[config.mk]
export PLATFORM = sky130hd
export DESIGN_NAME = hack_rom_uploader
export DESIGN_NICKNAME = d
export VERILOG_FILES = /design/src/rtl/hack_rom_uploader.sv
export SDC_FILE = /design/constraint.sdc
export NUM_CORES = 1
export LEC_CHECK = 0
export CELL_PAD_IN_SITES_DETAIL_PLACEMENT = 1
export CELL_PAD_IN_SITES_GLOBAL_PLACEMENT = 1
export CORE_AREA = 4 4 93 77
export CTS_CLUSTER_DIAMETER = 40
export DETAILED_ROUTE_END_ITERATION = 12
export DIE_AREA = 0 0 97 81
export DONT_BUFFER_PORTS = 1
export HOLD_SLACK_MARGIN = 0.05
export PLACE_DENSITY_LB_ADDON = 0.05
export SLEW_MARGIN = 20
export SYNTH_ARGS = -nofsm -noshare
export SYNTH_HDL_FRONTEND = slang
export SYNTH_SLANG_ARGS = --single-unit
[constraint.sdc]
create_clock -name clk_sys -period 2.4 [get_ports clk_sys]
set_input_delay 0.48 -clock clk_sys [delete_from_list [all_inputs] [get_ports clk_sys]]
set_output_delay 0.48 -clock clk_sys [all_outputs]
set_load 0.01 [all_outputs]
[src/rtl/hack_rom_uploader.sv]
// hack_rom_uploader: serves HPS upload byte reads (ioctl_rd/ioctl_addr) from a
// 16-bit program memory through its second read port. The last fetched word
// is cached, so the second byte of a word never costs a memory read.
//
// Optional feature: define HACK_UPLOAD_CHECKSUM_EN to accumulate a 16-bit
// running sum of every word fetched from memory during the current upload
// session. Without the macro, checksum is tied to 0.
//
// Ports:
//   clk_sys       system clock, all state on rising edge
//   reset_n       asynchronous active-low reset
//   ioctl_upload  high for the whole upload session
//   ioctl_rd      one-cycle byte request strobe
//   ioctl_addr    byte address of the request
//   ioctl_din     returned byte (big-endian within each word)
//   ioctl_wait    high while the requested byte is not yet valid
//   mem_addr      word address to the memory read port
//   mem_rd        one-cycle read strobe (diagnostic only)
//   mem_q         memory read data, one cycle after mem_addr
//   checksum      running word sum of the current session
module hack_rom_uploader #(
    parameter int unsigned AW = 15  // up to 24: ioctl_addr carries a 24-bit word address
) (
    input  logic          clk_sys,
    input  logic          reset_n,
    input  logic          ioctl_upload,
    input  logic          ioctl_rd,
    input  logic [24:0]   ioctl_addr,
    output logic [7:0]    ioctl_din,
    output logic          ioctl_wait,
    output logic [AW-1:0] mem_addr,
    output logic          mem_rd,
    input  logic [15:0]   mem_q,
    output logic [15:0]   checksum
);

    typedef enum logic [1:0] {StIdle, StFetch, StCapture} state_e;

    state_e        state_q, state_d;
    logic [7:0]    din_q, din_d;
    logic          wait_q, wait_d;
    logic [AW-1:0] mem_addr_q, mem_addr_d;
    logic          mem_rd_q, mem_rd_d;
    logic          cache_valid_q, cache_valid_d;
    logic [AW-1:0] cache_addr_q, cache_addr_d;
    logic [15:0]   cache_data_q, cache_data_d;
    logic          byte_sel_q, byte_sel_d;

    logic [23:0]   req_word;
    logic [AW-1:0] req_word_aw;
    logic          req_in_range;
    logic          req_hit;

    assign req_word     = ioctl_addr[24:1];
    assign req_word_aw  = req_word[AW-1:0];
    assign req_in_range = (req_word >> AW) == 24'd0;
    assign req_hit      = cache_valid_q && (cache_addr_q == req_word_aw);

    always_comb begin
        state_d       = state_q;
        din_d         = din_q;
        wait_d        = wait_q;
        mem_addr_d    = mem_addr_q;
        mem_rd_d      = mem_rd_q;
        cache_valid_d = cache_valid_q;
        cache_addr_d  = cache_addr_q;
        cache_data_d  = cache_data_q;
        byte_sel_d    = byte_sel_q;

        if (!ioctl_upload) begin
            // Outside a session: abort anything in flight, keep ioctl_din.
            state_d       = StIdle;
            wait_d        = 1'b0;
            mem_rd_d      = 1'b0;
            cache_valid_d = 1'b0;
        end else begin
            case (state_q)
                StIdle: begin
                    if (ioctl_rd) begin
                        if (!req_in_range) begin
                            din_d = 8'h00;
                        end else if (req_hit) begin
                            din_d = ioctl_addr[0] ? cache_data_q[7:0] : cache_data_q[15:8];
                        end else begin
                            mem_addr_d = req_word_aw;
                            mem_rd_d   = 1'b1;
                            wait_d     = 1'b1;
                            byte_sel_d = ioctl_addr[0];
                            state_d    = StFetch;
                        end
                    end
                end
                StFetch: begin
                    // Memory samples mem_addr on this edge; data is ready next cycle.
                    mem_rd_d = 1'b0;
                    state_d  = StCapture;
                end
                StCapture: begin
                    cache_data_d  = mem_q;
                    cache_addr_d  = mem_addr_q;
                    cache_valid_d = 1'b1;
                    din_d         = byte_sel_q ? mem_q[7:0] : mem_q[15:8];
                    wait_d        = 1'b0;
                    state_d       = StIdle;
                end
                default: state_d = StIdle;
            endcase
        end
    end

    always_ff @(posedge clk_sys or negedge reset_n) begin
        if (!reset_n) begin
            state_q       <= StIdle;
            din_q         <= 8'h00;
            wait_q        <= 1'b0;
            mem_addr_q    <= '0;
            mem_rd_q      <= 1'b0;
            cache_valid_q <= 1'b0;
            cache_addr_q  <= '0;
            cache_data_q  <= 16'h0000;
            byte_sel_q    <= 1'b0;
        end else begin
            state_q       <= state_d;
            din_q         <= din_d;
            wait_q        <= wait_d;
            mem_addr_q    <= mem_addr_d;
            mem_rd_q      <= mem_rd_d;
            cache_valid_q <= cache_valid_d;
            cache_addr_q  <= cache_addr_d;
            cache_data_q  <= cache_data_d;
            byte_sel_q    <= byte_sel_d;
        end
    end

    assign ioctl_din  = din_q;
    assign ioctl_wait = wait_q;
    assign mem_addr   = mem_addr_q;
    assign mem_rd     = mem_rd_q;

`ifdef HACK_UPLOAD_CHECKSUM_EN
    logic        upload_q;
    logic [15:0] checksum_q;

    always_ff @(posedge clk_sys or negedge reset_n) begin
        if (!reset_n) begin
            upload_q   <= 1'b0;
            checksum_q <= 16'h0000;
        end else begin
            upload_q <= ioctl_upload;
            if (ioctl_upload && !upload_q) begin
                checksum_q <= 16'h0000;
            end else if (ioctl_upload && (state_q == StCapture)) begin
                checksum_q <= checksum_q + mem_q;
            end
        end
    end

    assign checksum = checksum_q;
`else
    assign checksum = 16'h0000;
`endif

endmodule

==> summary.txt, run 1 <==
Status - finished clean
Cell accounting for the most synthesized area - dfrtp_1
Max-slew headroom - 58.3%
Mapped Avg Cell Area - 12.7 um2
Combinational power share - 5.4%
Clock power frac - 45.4%
Via density - 5.68
Clock slew at reported path FFs - 0.07 ns
Drt pass-1 iters - 4
Number of global-route vias before repair - 2036
Leak pwr - 0.00149 uW
Clock buffer depth - 2
Initial Util - 47.6%
Diode count - 0
Number of routed nets with antenna violations - 0
WP data required - 2.61 ns
Post-layout nets - 288
Final Util - 52.3%
Total gr overflow - 0
Fin Setup TNS - 0 ns
Most numerous cell in the Yosys netlist - dfrtp_1
DP HPWL - 4850 um
Period utilization - 81.3%
Fin. Hold Viols - 0
Synth warnings - 0
Clock latency on the worst-skew pair - 0.33 ns
HP Class - in -> reg
Area grow syn2layout - 9.80%
Root buffer cell - clkbuf_8
Post-DR wirelength/cell - 20.6 um
Mapped Cells - 236
Startpoint Class - flop
Worst slew pin tran - 0.626 ns
Flop pwr share - 49.3%
Die Span X - 97 um
Power density cells - 666 mW/mm2
Port buffer count - 0
DRC Markers - 0
P_sw - 482 uW
DR vias - 1886
Worst Clk Skew - 0.00572 ns
Yosys cell types - 30
Synth top area cells - dfrtp_1 (50%), mux2_2 (17%), mux2_4 (4.5%)
Post-synth EDFFs - 0
Gp weighted congestion - 0.713
Post-Route WL - 6850 um
FP Rows - 26
Die height - 81 um
Pint - 1700 uW
Netlist Area Pre-Place - 0.00299 mm2
Worst Setup End Kind - flop
Die Footprint - 0.00786 mm2
Synth Flop Type - dfrtp_1
H-tree Lvls - 3
Initial DRC Count - 39
GRT Overall Usage - 18.2%
Final worst path period need - 1.95 ns
TritonCTS Buffers - 9
Setup bufs post-CTS - 0
CP Class - reg -> reg
Critical Path Fanout Max - 17
Min Hold Slack - 0.270 ns
Clk sinks - 60
Filler Cell Count - 654
# setup viols final - 0
Switching share of power - 22.1%
Max Cap Viol - 0
Core box area - 0.00628 mm2
Register bit count reported by yosys - 60
Post-synth top cells - dfrtp_1 (60), mux2_2 (46), buf_4 (16)
I/O pins - 86
Largest net degree at the start of global routing - 61
Max Slew Vio Count - 0
RSZ-0062 raised after global routing - no
Sequential element share of the synthesized area - 50.3%
Initial antenna violation count - 0
CTS tree - built
Share of the synthesized area in the top cell type - 50.3%
Fraction of layout cells with a size suffix above 1 - 33.5%
Worst VDD drop - 0.334 mV
FFs w/ async S/R, synth - 100%
Global-route wire length before repair - 11000 um
Fmax - 0.512 GHz
CP arrival - 2.16 ns
Post_cts resized - 0
sequential cells by signal (all words and copies together) (netlist names):
signal and cells:
cache_valid_q 1, ioctl_wait 1, state_q 2, mem_rd 1, cache_data_q 16, byte_sel_q 1, ioctl_din 8, mem_addr 15
cache_addr_q 15
layer usage:
metal | track usage, % | vias to the layer above | share of wire, %
li1 | - | 855 | -
met1 | 21.5 | 960 | 43
met2 | 29.8 | 66 | 47
met3 | 8.93 | 5 | 9.2
met4 | 5.47 | 0 | 0.58
met5 | 0 | - | 0
through the flow:
stage	setup slack [ns]	instances	instance area, um2	power, uW
final	0.448	332	3280	2190
after global routing	0.344	332	3280	2280
after CTS	0.457	332	3280	2220
after detailed placement	0.226	314	3030	1190
after global placement	0.336	314	3030	1180
after floorplan	0.346	251	3040	1190
final cells by class:
class,instances,area (um2),area share [%]
multi-input cells,162,1360,41.6
well taps,84,105,3.20
flip-flops and latches,60,1500,45.8
clock buffers,11,141,4.31
repair buffers,9,90.1,2.75
inverters,1,3.75,0.114
clock inverters,5,75.1,2.29
cell families (layout without fill, tap and decap cells):
| logic type | count (synthesis) | after routing | share of synthesized area [%] |
|---|---|---|---|
| xor gates and xnor gates | 15 | 15 | 4.40 |
| buffers and inverters | 29 | 26 | 5.99 |
| and+or+nand+nor | 39 | 39 | 8.08 |
| other | 1 | 16 | 0.126 |
| DFF | 60 | 60 | 50.3 |
| muxes | 63 | 63 | 24.5 |
| AOI/OAI and AO/OA | 29 | 29 | 6.62 |
worst paths after layout:
kind                                                   from                          end  slack [ns]  cells after the start
worst min register to register  cache_data_q[5]$_DFFE_PN0P_  cache_data_q[5]$_DFFE_PN0P_        0.50                      1
worst min-delay path                           ioctl_upload    cache_valid_q$_DFFE_PN0N_        0.27                      1
worst max register to register  cache_addr_q[1]$_DFFE_PN0P_     mem_addr[10]$_DFFE_PN0P_        0.45                      6
max in group asynchronous                           reset_n  cache_addr_q[9]$_DFFE_PN0P_        1.46                      2
min in group asynchronous                           reset_n      mem_addr[8]$_DFFE_PN0P_        0.67                      2
worst max-delay path            cache_addr_q[1]$_DFFE_PN0P_     mem_addr[10]$_DFFE_PN0P_        0.45                      6
layout by cell type (no fill, tap or decap), types with 2 or more instances in the layout:
| master | n |
|---|---|
| nand2_1 | 3 |
| mux2i_1 | 8 |
| nand4_1 | 7 |
| xnor2_1 | 15 |
| mux2_2 | 46 |
| clkinv_2 | 3 |
| nand3_1 | 2 |
| nor4_4 | 2 |
| nor4_1 | 11 |
| clkbuf_8 | 10 |
| dfrtp_1 | 60 |
| a211oi_1 | 8 |
| conb_1 | 16 |
| mux2_4 | 9 |
| buf_4 | 7 |
| bufinv_16 | 2 |
| nor2_1 | 10 |
| o22ai_1 | 8 |
| a21oi_1 | 8 |
power by group through the flow:
stage | combinational [uW] | sequential, uW | clock, uW
3_3_place_gp | 86.9 | 1100 | 0
6_report | 117 | 1080 | 992
3_5_place_dp | 90.3 | 1100 | 0
2_1_floorplan | 103 | 1090 | 0
4_1_cts | 118 | 1080 | 1020
5_1_grt | 131 | 1080 | 1070
critical path: stages (launching register included):
cell	delay [ns]
dfrtp_1	0.39
xnor2_1	0.15
nand4_1	0.24
nor4_4	0.41
nor4_4	0.07
buf_4	0.24
mux2_4	0.32
repair_timing:
item,in CTS,in global routing
hold buffers,2,0
setup endpoints to repair,0,0
hold endpoints to repair,60,0
No activity file was read; power rests on OpenSTA's default activity.
==> run 2, diff against run 1 <==
- ABC_AREA: default -> 1
- CORE_AREA: 4 4 93 77 -> 4 4 98 81
- DIE_AREA: 0 0 97 81 -> 0 0 102 85
- clock period: 2.4 -> 1.9 ns (I/O delays scaled with it)
==> run 2 against run 1 <==
Synthesized cell count is 73% higher; utilization is 4.0 points lower; total power is 22% higher; clock power is 19% higher; sequential power is 23% higher; routed wire length is 17% higher; synthesized area is 2.8% higher; design area is 1.4% higher; count of clock-buffer cells in the layout is 3 higher; non-clock buffer count is 1 lower; global-route usage is 1.1 points higher; largest cell class unchanged.
==> summary.txt, run 2 <==
Max Slew Vio Count - 0 (unchanged)
R2R setup slack - 0.22 ns (-0.23 ns)
Power density cells - 802 mW/mm2 (+20%)
Max-slew headroom - 55.5% (-2.7 points)
HP Class - in -> reg
Mapped Avg Cell Area - 7.53 um2 (-41%)
Clk sinks - 60 (unchanged)
Cell Area, Placed - 0.00309 mm2 (+2.0%)
Netlist Area Pre-Place - 0.00307 mm2 (+2.8%)
Gp weighted congestion - 0.812 (+14%)
Post-synth top cells - nand2_1 (122), dfrtp_1 (60), inv_1 (47)
Yosys cell types - 21 (-30%)
Drt pass-1 iters - 4 (unchanged)
Hold depth - 2 (+1)
DRC Markers - 0 (unchanged)
Most numerous cell in the Yosys netlist - nand2_1
Diode count - 0 (unchanged)
Worst VDD drop - 0.417 mV (+25%)
Final worst path period need - 1.68 ns (-0.273 ns)
Global-route wire length before repair - 13100 um (+19%)
R2r startpoint - cache_addr_q[9]$_DFFE_PN0P_
Die height - 85 um (+4.9%)
Max reg flops - 16 (unchanged)
Core box area - 0.00689 mm2 (+9.8%)
DR vias - 2562 (+36%)
Number of routed nets with antenna violations - 0 (unchanged)
Critical Path Fanout Max - 9 (-8)
Post-Route WL - 7990 um (+17%)
Synth warnings - 0 (unchanged)
Via density - 5.11 (-10%)
FFs w/ async S/R, synth - 100% (unchanged)
I/O pins - 86 (unchanged)
Min Hold Slack - 0.186 ns (-0.0835 ns)
Worst reg2reg path endpoint - ioctl_din[1]$_DFFE_PN0P_
Max Cap Viol - 0 (unchanged)
Top reg by flops - cache_data_q
Post-DR wirelength/cell - 16.0 um (-23%)
Post-route cell area - 0.00333 mm2 (+1.4%)
Sequential element share of the synthesized area - 48.9% (-1.4 points)
TritonCTS Buffers - 9 (unchanged)
Total gr overflow - 0 (unchanged)
FP Rows - 27 (+3.8%)
Hold path endpoint - cache_valid_q$_DFFE_PN0N_
Non-filler cells, final - 501 (+51%)
Startpoint Class - flop
Clock buffer depth - 2 (unchanged)
GRT Overall Usage - 19.4% (+1.1 points)
Area grow syn2layout - 8.39%
Initial Util - 44.6% (-3.0 points)
WP data required - 2.12 ns (-0.49 ns)
DP HPWL - 5740 um (+18%)
Initial antenna violation count - 0 (unchanged)
Cell accounting for the most synthesized area - dfrtp_1
Commonest non-fill, non-tap cell in the layout - nand2_1
Period utilization - 88.3% (+7.0 points)
Share of the synthesized area in the top cell type - 48.9% (-1.4 points)
Worst-path cell chain - nand2_1 -> nand2_1 -> nor2_1 -> nand2_1 -> nor2_1 -> nand2_2 -> nand2_2 -> nand2_4 -> nand2_1 -> nand2_1
Setup bufs post-CTS - 0 (unchanged)
Largest net degree at the start of global routing - 61 (unchanged)
Cells after DPL - 484 (+54%)
Number of global-route vias before repair - 2580 (+27%)
Fmax - 0.596 GHz (+16%)
Worst Clk Skew - 0.00507 ns (-0.000655 ns)
Fin. Hold Viols - 0 (unchanged)
Crit path top cell by count - nand2_1
Worst reg-to-reg path cell count - 10 (+4)
Leak pwr - 0.00190 uW (+28%)
Root buffer cell - clkbuf_8
CP arrival - 1.90 ns (-0.26 ns)
Fraction of layout cells with a size suffix above 1 - 7.49% (-26 points)
CTS tree - built
Post-synth EDFFs - 0 (unchanged)
Most frequent cells in the layout - nand2_1 (121), dfrtp_1 (60), inv_1 (47)
Synth top area cells - dfrtp_1 (49%), nand2_1 (15%), inv_1 (5.7%)
Post_cts resized - 0 (unchanged)
CP Class - reg -> reg
Crit path largest cell delay - 0.37 ns (-0.04 ns)
Register bit count reported by yosys - 60 (unchanged)
Mapped Cells - 408 (+73%)
Initial DRC Count - 118 (+200%)
Worst Setup End Kind - flop
Die Span X - 102 um (+5.2%)
Post-layout nets - 455 (+58%)
Hold wc startpoint - ioctl_upload
Fin Setup TNS - 0 ns (unchanged)
# setup viols final - 0 (unchanged)
Worst slew pin tran - 0.665 ns (+0.0383 ns)
Port buffer count - 0 (unchanged)
Status - finished clean
Slowest CP cell - dfrtp_1
H-tree Lvls - 3 (unchanged)
Clock latency on the worst-skew pair - 0.33 ns (about the same)
Die Footprint - 0.00867 mm2 (+10%)
Synth Flop Type - dfrtp_1
Clock slew at reported path FFs - 0.06 ns (about the same)
RSZ-0062 raised after global routing - no
[run 2: repair_timing]
item                                    4_1_cts  5_1_grt
hold buffers                                  2        0
endpoints found under the setup margin        0        0
endpoints found under the hold margin        60        0
[run 2: worst max-delay path by stage]
stage                                      from                        to  slack, ns
finish              cache_addr_q[9]$_DFFE_PN0P_  ioctl_din[1]$_DFFE_PN0P_       0.22
global route        cache_addr_q[6]$_DFFE_PN0P_  ioctl_din[1]$_DFFE_PN0P_       0.03
CTS                 cache_addr_q[8]$_DFFE_PN0P_  ioctl_din[1]$_DFFE_PN0P_       0.20
detailed placement               ioctl_addr[19]  ioctl_din[3]$_DFFE_PN0P_       0.12
global placement                 ioctl_addr[19]  ioctl_din[3]$_DFFE_PN0P_       0.18
floorplan                        ioctl_addr[23]    byte_sel_q$_DFFE_PN0P_       0.47
[run 2: final cells by class]
type                       instances  area [um2]
fill                             865        3560
sequential                        60        1500
multi-input combinational        281        1240
inverter                          50         188
clock buffer                      14         173
tap                               87         109
timing repair buffer               8        82.6
clock inverter                     1        30.0
[run 2: logic make-up (layout without fill, tap and decap cells)]
group	Yosys count	after routing	share of synthesized area, %
buffers and inverters	82	73	12.5
AND/OR/NAND/NOR	207	207	28.9
flip-flops	60	60	48.9
AO/OA/AOI/OAI	57	57	9.29
other	1	16	0.122
multiplexers	1	1	0.367
[run 2: per-layer routing]
layer | track usage (%) | share of wire [%] | vias to the layer above
met2 | 28.7 | 44 | 76
met1 | 27.3 | 47 | 1224
met5 | 0 | 0 | -
met3 | 5.83 | 7.5 | 10
met4 | 5.72 | 0.93 | 0
li1 | - | - | 1252
[run 2: critical path, delay by kind of cell, from the launching register on]
kind          cells  cell delay [ns]
flops             1             0.37
simple gates     10             1.19
[run 2: metrics by stage]
step / setup WS (ns) / utilization [%] / power (uW)
6_report: 0.222 / 48.3 / 2670
5_1_grt: 0.0251 / 48.3 / 2810
4_1_cts: 0.201 / 48.3 / 2710
3_5_place_dp: 0.119 / 44.8 / 1480
3_3_place_gp: 0.176 / 44.8 / 1470
2_1_floorplan: 0.471 / - / 1480
[run 2: where the power goes]
group | switching [uW] | leakage (uW) | internal, uW
combinational | 105 | 0.00105 | 48.0
sequential | 21.3 | 0.000746 | 1310
clock | 475 | 0.000103 | 708
